## src/rtl/planta_irrigacao.sv

```systemverilog
// Behavioural irrigation plant: integrates actuator commands into a reservoir
// level counter and a soil humidity counter, and drives the sensor signals
// derived from them.
// Ports:
//   Clock, Reset            rising-edge clock, synchronous active-low reset
//   Ve, Bs, Bs_Ag, Vs       actuator commands (inlet, sprinkler, agro pump, outlet)
//   Ua_chave/T_chave/Ag_chave  raw operator switches (asynchronous)
//   Falha, Limpa            fault injection, sticky-flag clear
//   H, M, L, Us             registered level / soil sensors
//   Ua, T, Ag               synchronised switches
//   Transbordo, Seco        sticky overflow / dry-pump flags
//   nivel                   current level register
module planta_irrigacao #(
    parameter int unsigned LEVEL_W    = 8,
    parameter int unsigned LEVEL_MAX  = 255,
    parameter int unsigned INIT_LEVEL = 0,
    parameter int unsigned TICK_DIV   = 1,
    parameter int unsigned FILL_RATE  = 4,
    parameter int unsigned DRAIN_RATE = 2,
    parameter int unsigned VS_RATE    = 8,
    parameter int unsigned L_TH       = 32,
    parameter int unsigned M_TH       = 128,
    parameter int unsigned H_TH       = 224,
    parameter int unsigned IRR_RATE   = 3,
    parameter int unsigned DRY_RATE   = 1,
    parameter int unsigned SOIL_OK_TH = 24
) (
    input  logic               Clock,
    input  logic               Reset,
    input  logic               Ve,
    input  logic               Bs,
    input  logic               Bs_Ag,
    input  logic               Vs,
    input  logic               Ua_chave,
    input  logic               T_chave,
    input  logic               Ag_chave,
    input  logic               Falha,
    input  logic               Limpa,
    output logic               H,
    output logic               M,
    output logic               L,
    output logic               Us,
    output logic               Ua,
    output logic               T,
    output logic               Ag,
    output logic               Transbordo,
    output logic               Seco,
    output logic [LEVEL_W-1:0] nivel
);

    localparam int unsigned SW    = LEVEL_W + 2;
    localparam int unsigned HW    = LEVEL_W + 1;
    localparam int unsigned PRE_W = (TICK_DIV > 1) ? $clog2(TICK_DIV) : 1;

    logic [PRE_W-1:0]   pre_q, pre_d;
    logic [LEVEL_W-1:0] level_q, level_d;
    logic [LEVEL_W-1:0] hum_q, hum_d;
    logic               h_q, h_d, m_q, m_d, l_q, l_d, us_q, us_d;
    logic               trans_q, trans_d, seco_q, seco_d;
    logic [2:0]         sw1_q, sw1_d, sw2_q, sw2_d;

    logic               tick;
    logic               pump;
    logic signed [SW-1:0] lvl_sum;
    logic [HW-1:0]      hum_sum;

    // Model tick generation and counter integration
    always_comb begin
        tick    = (pre_q == PRE_W'(TICK_DIV - 1));
        pre_d   = tick ? '0 : pre_q + PRE_W'(1);
        pump    = Bs | Bs_Ag;

        // Net all commands in a signed domain wide enough for both overshoots
        lvl_sum = $signed({2'b00, level_q});
        if (Ve)   lvl_sum = lvl_sum + $signed(SW'(FILL_RATE));
        if (pump) lvl_sum = lvl_sum - $signed(SW'(DRAIN_RATE));
        if (Vs)   lvl_sum = lvl_sum - $signed(SW'(VS_RATE));

        level_d = level_q;
        if (tick) begin
            if (lvl_sum < $signed(SW'(0)))
                level_d = '0;
            else if (lvl_sum > $signed(SW'(LEVEL_MAX)))
                level_d = LEVEL_W'(LEVEL_MAX);
            else
                level_d = lvl_sum[LEVEL_W-1:0];
        end

        hum_sum = {1'b0, hum_q} + HW'(IRR_RATE);
        hum_d   = hum_q;
        if (tick) begin
            if (pump)
                hum_d = hum_sum[LEVEL_W] ? '1 : hum_sum[LEVEL_W-1:0];
            else if (hum_q < LEVEL_W'(DRY_RATE))
                hum_d = '0;
            else
                hum_d = hum_q - LEVEL_W'(DRY_RATE);
        end

        // Set has priority over clear
        trans_d = (tick & Ve & (lvl_sum > $signed(SW'(LEVEL_MAX)))) | (trans_q & ~Limpa);
        seco_d  = (tick & pump & (level_q == '0)) | (seco_q & ~Limpa);

        // Sensors follow the counters one cycle later; Falha forces H=1, L=0
        h_d  = Falha | (level_q >= LEVEL_W'(H_TH));
        m_d  = (level_q >= LEVEL_W'(M_TH));
        l_d  = ~Falha & (level_q >= LEVEL_W'(L_TH));
        us_d = (hum_q >= LEVEL_W'(SOIL_OK_TH));

        sw1_d = {Ag_chave, T_chave, Ua_chave};
        sw2_d = sw1_q;
    end

    // State registers
    always_ff @(posedge Clock) begin
        if (!Reset) begin
            pre_q   <= '0;
            level_q <= LEVEL_W'(INIT_LEVEL);
            hum_q   <= '0;
            h_q     <= 1'b0;
            m_q     <= 1'b0;
            l_q     <= 1'b0;
            us_q    <= 1'b0;
            trans_q <= 1'b0;
            seco_q  <= 1'b0;
            sw1_q   <= '0;
            sw2_q   <= '0;
        end else begin
            pre_q   <= pre_d;
            level_q <= level_d;
            hum_q   <= hum_d;
            h_q     <= h_d;
            m_q     <= m_d;
            l_q     <= l_d;
            us_q    <= us_d;
            trans_q <= trans_d;
            seco_q  <= seco_d;
            sw1_q   <= sw1_d;
            sw2_q   <= sw2_d;
        end
    end

    assign H          = h_q;
    assign M          = m_q;
    assign L          = l_q;
    assign Us         = us_q;
    assign Ua         = sw2_q[0];
    assign T          = sw2_q[1];
    assign Ag         = sw2_q[2];
    assign Transbordo = trans_q;
    assign Seco       = seco_q;
    assign nivel      = level_q;

endmodule

```

## config.mk

```make
export PLATFORM = sky130hd
export DESIGN_NAME = planta_irrigacao
export DESIGN_NICKNAME = d
export VERILOG_FILES = /design/src/rtl/planta_irrigacao.sv
export SDC_FILE = /design/constraint.sdc
export NUM_CORES = 1
export LEC_CHECK = 0
export ABC_AREA = 1
export CAP_MARGIN = 20
export CELL_PAD_IN_SITES_DETAIL_PLACEMENT = 1
export CELL_PAD_IN_SITES_GLOBAL_PLACEMENT = 1
export CORE_ASPECT_RATIO = 0.5
export CORE_MARGIN = 1
export CORE_UTILIZATION = 42
export CTS_BUF_LIST = sky130_fd_sc_hd__clkbuf_4
export DETAILED_ROUTE_END_ITERATION = 16
export PLACE_DENSITY = 0.95
export RECOVER_POWER = 25
export SLEW_MARGIN = 20
export SYNTH_ARGS = -nofsm -noshare
export SYNTH_HDL_FRONTEND = slang
export SYNTH_SLANG_ARGS = --single-unit
```

## constraint.sdc

```tcl
create_clock -name Clock -period 5 [get_ports Clock]
set_input_delay 1.5 -clock Clock [delete_from_list [all_inputs] [get_ports Clock]]
set_output_delay 1.5 -clock Clock [all_outputs]
set_load 0.005 [all_outputs]
```

Word level (Yosys, flattened, before mapping)
Index checks and enable logic that the tools add are counted.
{"block": "totals", "ff_bits": 29, "in_bits": 11, "output_inout_bits": 17, "elab_cells": 48}
{"block": "classes", "addsub": 6, "order_cmp": 7, "n_mux": 8, "bitwise": 14, "reduce_logical": 2}
{"cell": "8-bit two-way mux", "n": 5}
{"cell": "10-bit two-way mux", "n": 2}
{"cell": "8-bit >= comparator (second input constant)", "n": 2}
{"cell": "10-bit by 9-bit greater-than comparator with 1-bit output (second input constant)", "n": 1}
{"cell": "10-bit by 1-bit less-than comparator with 1-bit output (second input constant)", "n": 1}
{"cell": "10-bit by 3-bit subtractor with 10-bit output (second input constant)", "n": 1}
{"cell": "10-bit by 5-bit subtractor with 10-bit output (second input constant)", "n": 1}
{"cell": "8-bit by 2-bit adder with 9-bit output (second input constant)", "n": 1}
{"cell": "8-bit by 3-bit adder with 9-bit output (second input constant)", "n": 1}
{"cell": "9-bit two-way mux", "n": 1}
{"cell": "8-bit by 5-bit >= comparator with 1-bit output (second input constant)", "n": 1}
{"cell": "8-bit by 6-bit >= comparator with 1-bit output (second input constant)", "n": 1}
{"cell": "8-bit zero test", "n": 1}
{"cell": "8-bit by 1-bit less-than comparator with 1-bit output (second input constant)", "n": 1}
{"cell": "8-bit by 1-bit subtractor with 8-bit output (second input constant)", "n": 1}
{"cell": "1-bit AND", "n": 7}
{"cell": "1-bit OR", "n": 4}
{"cell": "1-bit NOT", "n": 3}
{"cell": "2-bit AND reduction", "n": 1}
{"cell": "1-bit adder (second input constant)", "n": 1}

Logic depth before layout (Yosys ltp)
Gate-level depths: netlist of run 1.
{"block": "depth", "ltp_word": 9, "mapped_depth": 19, "depth_no_buf": 19}

Worst setup path after synthesis of run 1
OpenSTA, ideal clock, no wires.
{"block": "synth_timing", "path_type": "input -> register", "startpoint": "input port Ve", "endpoint": "register level_q[0], in the netlist nivel[0]", "setup_ns": 0.115, "arrival_time_ns": 3.072, "required_time_ns": 4.885, "path_slack_ns": 1.812, "cell_stages": 18, "cell_sequence": "nand2_2 > nand2_2 > ha_1 > inv_1 > nor2_1 > nand2_1 > nand2_1 > inv_1 > ha_1 > nand2_1 > inv_1 > nand3_1 > nor2_1 > nand2_1 > nor2_2 > nor2_4 > o21ai_2 > nor2_1"}
{"block": "synth_between", "elab_chain_cells": 8, "word_cells_on_any_way": 9, "cone_classes": "add/sub: 2; order compare: 2; mux: 5"}
{"element": "start: declaration", "line": "30", "rtl": "input logic Ve,"}
{"element": "9-bit two-way mux (*)", "line": "75", "rtl": "if (Ve) lvl_sum = lvl_sum + $signed(SW'(FILL_RATE));"}
{"element": "10-bit by 3-bit subtractor with 10-bit output", "line": "76", "rtl": "if (pump) lvl_sum = lvl_sum - $signed(SW'(DRAIN_RATE));"}
{"element": "10-bit two-way mux (*)", "line": "76"}
{"element": "10-bit by 5-bit subtractor with 10-bit output", "line": "77", "rtl": "if (Vs) lvl_sum = lvl_sum - $signed(SW'(VS_RATE));"}
{"element": "10-bit two-way mux (*)", "line": "77"}
{"element": "10-bit by 9-bit greater-than comparator with 1-bit output", "line": "83", "rtl": "else if (lvl_sum > $signed(SW'(LEVEL_MAX)))"}
{"element": "8-bit two-way mux", "line": "83"}
{"element": "8-bit two-way mux (*)", "line": "81", "rtl": "if (lvl_sum < $signed(SW'(0)))"}
{"element": "end signal: assignment", "line": "118", "rtl": "level_q <= LEVEL_W'(INIT_LEVEL);"}
{"element": "end signal: assignment", "line": "130", "rtl": "level_q <= level_d;"}
{"element": "end: declaration", "line": "56", "rtl": "logic [LEVEL_W-1:0] level_q, level_d;"}
Every way passes the cells marked *; elsewhere a longest branch is shown, timed or not.
A chain may end at the register's enable or synchronous reset.

Final worst setup path of run 1
{"block": "layout_timing", "startpoint": "input port Ve", "endpoint": "register level_q[3], in the netlist nivel[3]"}
Same word-level chain as after synthesis.

==> results of run 1 <==
[sequential cells by signal, summed over array words and instances (netlist names), 3 cells and up]
signal / flops
sw1_q: 3
nivel: 8
hum_q: 8
sw2_q: 3
[logic make-up (layout without fill, tap and decap cells)]
logic type / count (synthesis) / in the layout / share of synthesized area
XOR/XNOR: 3 / 3 / 0.0136
buffers and inverters: 63 / 94 / 0.124
flip-flops: 29 / 29 / 0.301
other: 1 / 1 / 0.00194
AO/OA/AOI/OAI: 50 / 50 / 0.154
adder cells (fa/ha/maj): 6 / 6 / 0.0389
AND/OR/NAND/NOR: 155 / 155 / 0.366
[through the flow]
stage               setup WS (ns)  cell area (um^2)  total power (uW)
detailed placement          0.804              2260               952
CTS                          1.13              2300              1090
floorplan                    1.81              1930               731
global placement             1.05              2260               905
finish                       1.11              2300              1090
global route                0.889              2300              1180
[worst paths after layout]
check / slack [ns] / startpoint / depth (start not counted) / to
worst min register to register: 0.42 / sw1_q[1] / 2 / sw2_q[1]
worst max register to register: 2.34 / nivel[3] / 19 / nivel[3]
worst min-delay path: 0.42 / sw1_q[1] / 2 / sw2_q[1]
worst max-delay path: 1.11 / Ve / 20 / nivel[3]
[power groups by stage]
stage,logic (uW),clock network [uW],registers [uW]
after floorplan,403,0,327
after detailed placement,613,0,339
after global routing,687,151,346
after CTS,617,138,336
final,614,137,337
after global placement,568,0,337
[layer usage]
layer  GRT usage  part of all wire  vias up
met2       0.536              0.53       42
met4      0.0859             0.015        0
li1            -                 -     1035
met1       0.294              0.43      989
met3      0.0567             0.032       11
met5           0                 0        -
[layout make-up]
class                      instances  area share
multi-input combinational        215       0.482
clock buffer                       6      0.0195
clock inverter                     1     0.00163
sequential                        29       0.252
tap                               54      0.0293
inverter                          60      0.0988
timing repair buffer              27       0.117
[placed cells by master, fill, tap and decap left out, drive strengths merged, types with 2 or more instances in the layout]
cell type / count
ha: 6
nor2: 33
nand2: 90
nand3: 22
clkinv: 2
xor2: 2
nand4: 2
dlygate4sd3: 4
nor3: 6
clkbuf: 6
o21ai: 22
o221ai: 2
inv: 59
a21oi: 17
o211ai: 2
o311ai: 2
clkdlybuf4s50: 23
o21bai: 2
dfxtp: 29
[worst max-delay path, stage by stage]
cell and delay (ns):
clkdlybuf4s50_1 0.61, inv_2 0.09, nand2_1 0.10, nand2_2 0.08, ha_1 0.21, inv_1 0.06, nor2_1 0.05, nand2_1 0.15
nand2_1 0.09, inv_1 0.07, ha_1 0.14, nand2_1 0.06, inv_1 0.06, nand3_1 0.13, nor2_1 0.15, nand2_1 0.09
nor2_2 0.21, nor3_4 0.09, o21ai_1 0.11, nand2_1 0.06
==> results.ini, run 1 <==
[run_status]
outcome = complete, but fails checks
failing_checks = design-rule violations

[clock_tree]
cts.htree.levels = 2
cts_buffers = 5
cts_root_buffer = clkbuf_4
clk-insertion-delay-late_ns = 0.33
post-cts-setup-buffer-count = 0
clock_sinks = 29
cts_tree = done
post_cts.resized_instances = 0
clock_path_buffers = 2
cts_hold_repair.buffers = 0
cts.reportedPaths.clkPinSlew_ns = 0.09

[die]
initial_core_util = 0.466
num_io_pins = 28
die-area_mm2 = 0.00489
die_y_um = 49.9
core.rowCount = 16
chipWidth_um = 97.9
core_area_mm2 = 0.00414

[critical_path]
cp-start-kind = primary input
cp.arrival_ns = 4.11
cp_max_fanout = 6
worst_setup_path_end_kind = register
critical_path_class = in2reg
cp.required_ns = 5.22

[finish]
fillerInstances = 598
regArea_um2 = 581
diodes = 0
multiInputGateArea_mm2 = 0.00111
fin_util = 0.556
layout.cells.non_filler = 392
nets = 355
synthToLayoutAreaGrowth_pct = 19.5
final_layout_size_suffix_gt1_frac = 0.0917

[timing]
skew_ns = 0.00792
hold_viol_final = 0
fin_crit_sh = 0.778
fmax_ghz = 0.257
slew_viol_final = 0
grt_setup_unrepaired = false
setup_viol = 0
tightest_slew_ns = 0.743
period_needed_ns = 3.89
slew-limit-headroom = 0.503
timing.hold.ws_ns = 0.420
tns_ns = 0

[detailed_routing]
number_of_remaining_drc_errors = 2
wl_per_cell_um = 15.9
finalWirelength_um = 6230
via_per_inst = 5.30
drt_iter0_drc = 65
firstDrtPassIters = 10
drt.antenna.violating_nets = 0
via_count = 2077

[pwr]
switching_share = 0.479
p_clk_frac = 0.126
power.leakage_uw = 0.00115
combinationalPowerShare = 0.564
power.density_cell_area_mw_per_mm2 = 472
power_frac_seq = 0.310
internal_power_uw = 567
ir_worst_vdd_v = 0.000245
netSwitchingPower_uw = 521

[place]
dp.final_hpwl_um = 4750
place.detailed.instances = 385
final_weighted_congestion_in_routability_driven_placement = 0.860
number_of_input_and_output_port_buffers_inserted = 27

[synthesis]
synth-edff-count = 0
synth_commonest_cells = 83 x nand2_1, 55 x inv_1, 29 x dfxtp_1, 25 x nor2_1, 20 x nand3_1
post-synth-top-area-cell = dfxtp_1
post-synth-top-count-cell = nand2_1
synth.cell_area_mm2 = 0.00193
yosys_register_bits = 29
syn_inst = 307
netlist.area_leader.share = 0.301
synth_area_per_cell_um2 = 6.28
async_flop_share = 0
synthesis.nets = 324
post_synth_num_cell_types = 35
synth-warning-count = 0
synth-main-ff-cell = dfxtp_1
yosys-top-cells-area = dfxtp_1 30%, nand2_1 16%, inv_1 11%
synth_sequential_area_ratio = 0.301

[job]
maxCapViolCount = 0

[global_routing]
grt_overflow = 0
grt_pass1_vias = 2166
grt_first_pass_wirelength_um = 10200
grt_max_degree = 19
grt.total_usage = 0.272
antenna_found_initial = 0

[min_path]
worstHoldPathType = reg2reg

(Power assumes the default switching activity.)
==> run 2, diff against run 1 <==
--- a/config.mk
+++ b/config.mk
@@ -11,10 +11,10 @@
 export CELL_PAD_IN_SITES_GLOBAL_PLACEMENT = 1
 export CORE_ASPECT_RATIO = 0.5
 export CORE_MARGIN = 1
-export CORE_UTILIZATION = 42
+export CORE_UTILIZATION = 39
 export CTS_BUF_LIST = sky130_fd_sc_hd__clkbuf_4
 export DETAILED_ROUTE_END_ITERATION = 16
-export PLACE_DENSITY = 0.95
+export PLACE_DENSITY = 0.93
 export RECOVER_POWER = 25
 export SLEW_MARGIN = 20
 export SYNTH_ARGS = -nofsm -noshare
==> constraint.sdc (replaced) <==
create_clock -name Clock -period 3.7 [get_ports Clock]
set_input_delay 1.11 -clock Clock [delete_from_list [all_inputs] [get_ports Clock]]
set_output_delay 1.11 -clock Clock [all_outputs]
set_load 0.005 [all_outputs]
==> results.ini, run 2 (synthesized netlist as in run 1, its figures left out) <==
[timing]
finalWorstSetupSlack_ns = 0.291
grt_setup_unrepaired = false
tightest_slew_ns = 0.602
period_needed_ns = 3.41
slew_viol_final = 0
setup_viol = 0
timing.hold.ws_ns = 0.431
fmax_ghz = 0.293
slew-limit-headroom = 0.598
hold_viol_final = 0
fin_crit_sh = 0.921
skew_ns = 0.0118

[finish]
synthToLayoutAreaGrowth_pct = 21.4
fillerInstances = 638
layout.cells.most_common = nand2_1
nets = 358
diodes = 0
final_layout_size_suffix_gt1_frac = 0.0994
mostFrequentLayoutCells = 83 x nand2_1, 55 x inv_1, 29 x dfxtp_1

[place]
final_weighted_congestion_in_routability_driven_placement = 0.876
detailedPlace.worstSlack_ns = -0.0104
number_of_input_and_output_port_buffers_inserted = 27
dp.final_hpwl_um = 4820

[clock_tree]
cts_hold_repair.buffers = 0
cts_buffers = 5
cts.htree.levels = 2
post-cts-setup-buffer-count = 0
clk-insertion-delay-late_ns = 0.33
cts_root_buffer = clkbuf_4
post_cts.resized_instances = 0
cts.reportedPaths.clkPinSlew_ns = 0.09
clock_path_buffers = 2
cts_tree = done
clock_sinks = 29

[die]
num_io_pins = 28
die_y_um = 51.7
initial_core_util = 0.422
core_area_mm2 = 0.00457
core.rowCount = 17
chipWidth_um = 101
die-area_mm2 = 0.00525

[critical_path]
crit_family = simple AND/OR/NAND/NOR gates
cp.arrival_ns = 3.63
crit-reg2reg-launch = nivel[3]
critical-path-slowest-cell = clkdlybuf4s50_1
cp-start-kind = primary input
cp_max_fanout = 6
critical-path-max-stage-delay_ns = 0.60
path_common_cell = nand2_1
critical_path_class = in2reg
r2r.worst_path.cells = 19
reg2reg_to = nivel[7]
ff2ff_setup_slack_ns = 1.01
crit_path_cell_trace = clkdlybuf4s50_1 > inv_2 > nand2_1 > nand2_2 > ha_1 > inv_1 > nor2_1 > nand2_1 > nand2_1 > inv_1 > ha_1 > nand2_1 > inv_1 > nand3_1 > nor2_1 > nand2_1 > nor2_2 > nor3_4 > o21ai_1 > nand2_1
cp_num_buf_inv = 5
worst_setup_path_end_kind = register
cp.required_ns = 3.92

[detailed_routing]
drt.antenna.violating_nets = 0
via_per_inst = 5.14
wl_per_cell_um = 14.6
number_of_remaining_drc_errors = 0
via_count = 2096
drt_iter0_drc = 55
finalWirelength_um = 5970
firstDrtPassIters = 4

[pwr]
power.total_uw = 1470
power.leakage_uw = 0.00116
ir_worst_vdd_v = 0.000245
power.density_cell_area_mw_per_mm2 = 629

[global_routing]
grt_overflow = 0
grt_first_pass_wirelength_um = 10200
grt_pass1_vias = 2191
antenna_found_initial = 0
grt.total_usage = 0.256
grt_max_degree = 16

[min_path]
worstHoldPathType = reg2reg
hold_path_startpoint = sw1_q[2]
whs_path_depth = 2
hold_end = sw2_q[2]

[job]
maxCapViolCount = 0

[run_status]
outcome = complete, no violations

run 2: cell types whose count changed in the layout (fill, tap and decap cells not counted), moves of 2 or more:
cell             change
buf_4                +2
clkinv_2             +2
dlygate4sd3_1        -3
clkdlybuf4s50_1      +3
run 2: layout make-up:
| type | count | area, um^2 | area share |
|---|---|---|---|
| clock inverters | 2 | 10.0 | 0.00427 |
| clock buffers | 6 | 45.0 | 0.0192 |
| repair buffers | 30 | 289 | 0.123 |
| flip-flops and latches | 29 | 581 | 0.248 |
| multi-input cells | 215 | 1110 | 0.473 |
| well taps | 66 | 82.6 | 0.0353 |
| inverters | 60 | 228 | 0.0972 |
run 2: metal layers:
metal	GRT usage	share of wire
met5	0	0
met3	0.0511	0.038
met1	0.276	0.41
met2	0.493	0.52
met4	0.121	0.028
run 2: worst max-delay path by stage:
stage	slack (ns)	end	depth (start not counted)	start
floorplan	0.90	nivel[0]	18	Ve
global placement	0.15	nivel[7]	20	Ve
detailed placement	-0.01	nivel[7]	20	Ve
CTS	0.31	nivel[7]	19	Ve
global route	0.02	nivel[7]	19	Ve
finish	0.29	nivel[7]	20	Ve
run 2: where the power goes:
part	switching (uW)	internal [uW]	leakage [uW]
sequential	78.0	374	0.000239
clock	115	79.6	0.0000354
combinational	511	317	0.000881
total	703	771	0.00116
run 2: per-stage QoR:
step	util	std cells	setup TNS, ns	area, um^2
global route	0.512	408	0	2340
global placement	0.502	400	0	2290
floorplan	-	307	0	1930
CTS	0.514	408	0	2350
detailed placement	0.502	400	-0.0301	2290
finish	0.512	408	0	2340
run 2: worst min-delay path, cell delays in order, from the launching register on:
cell and delay, ns:
dfxtp_1 0.31, nand2_1 0.06, inv_1 0.03
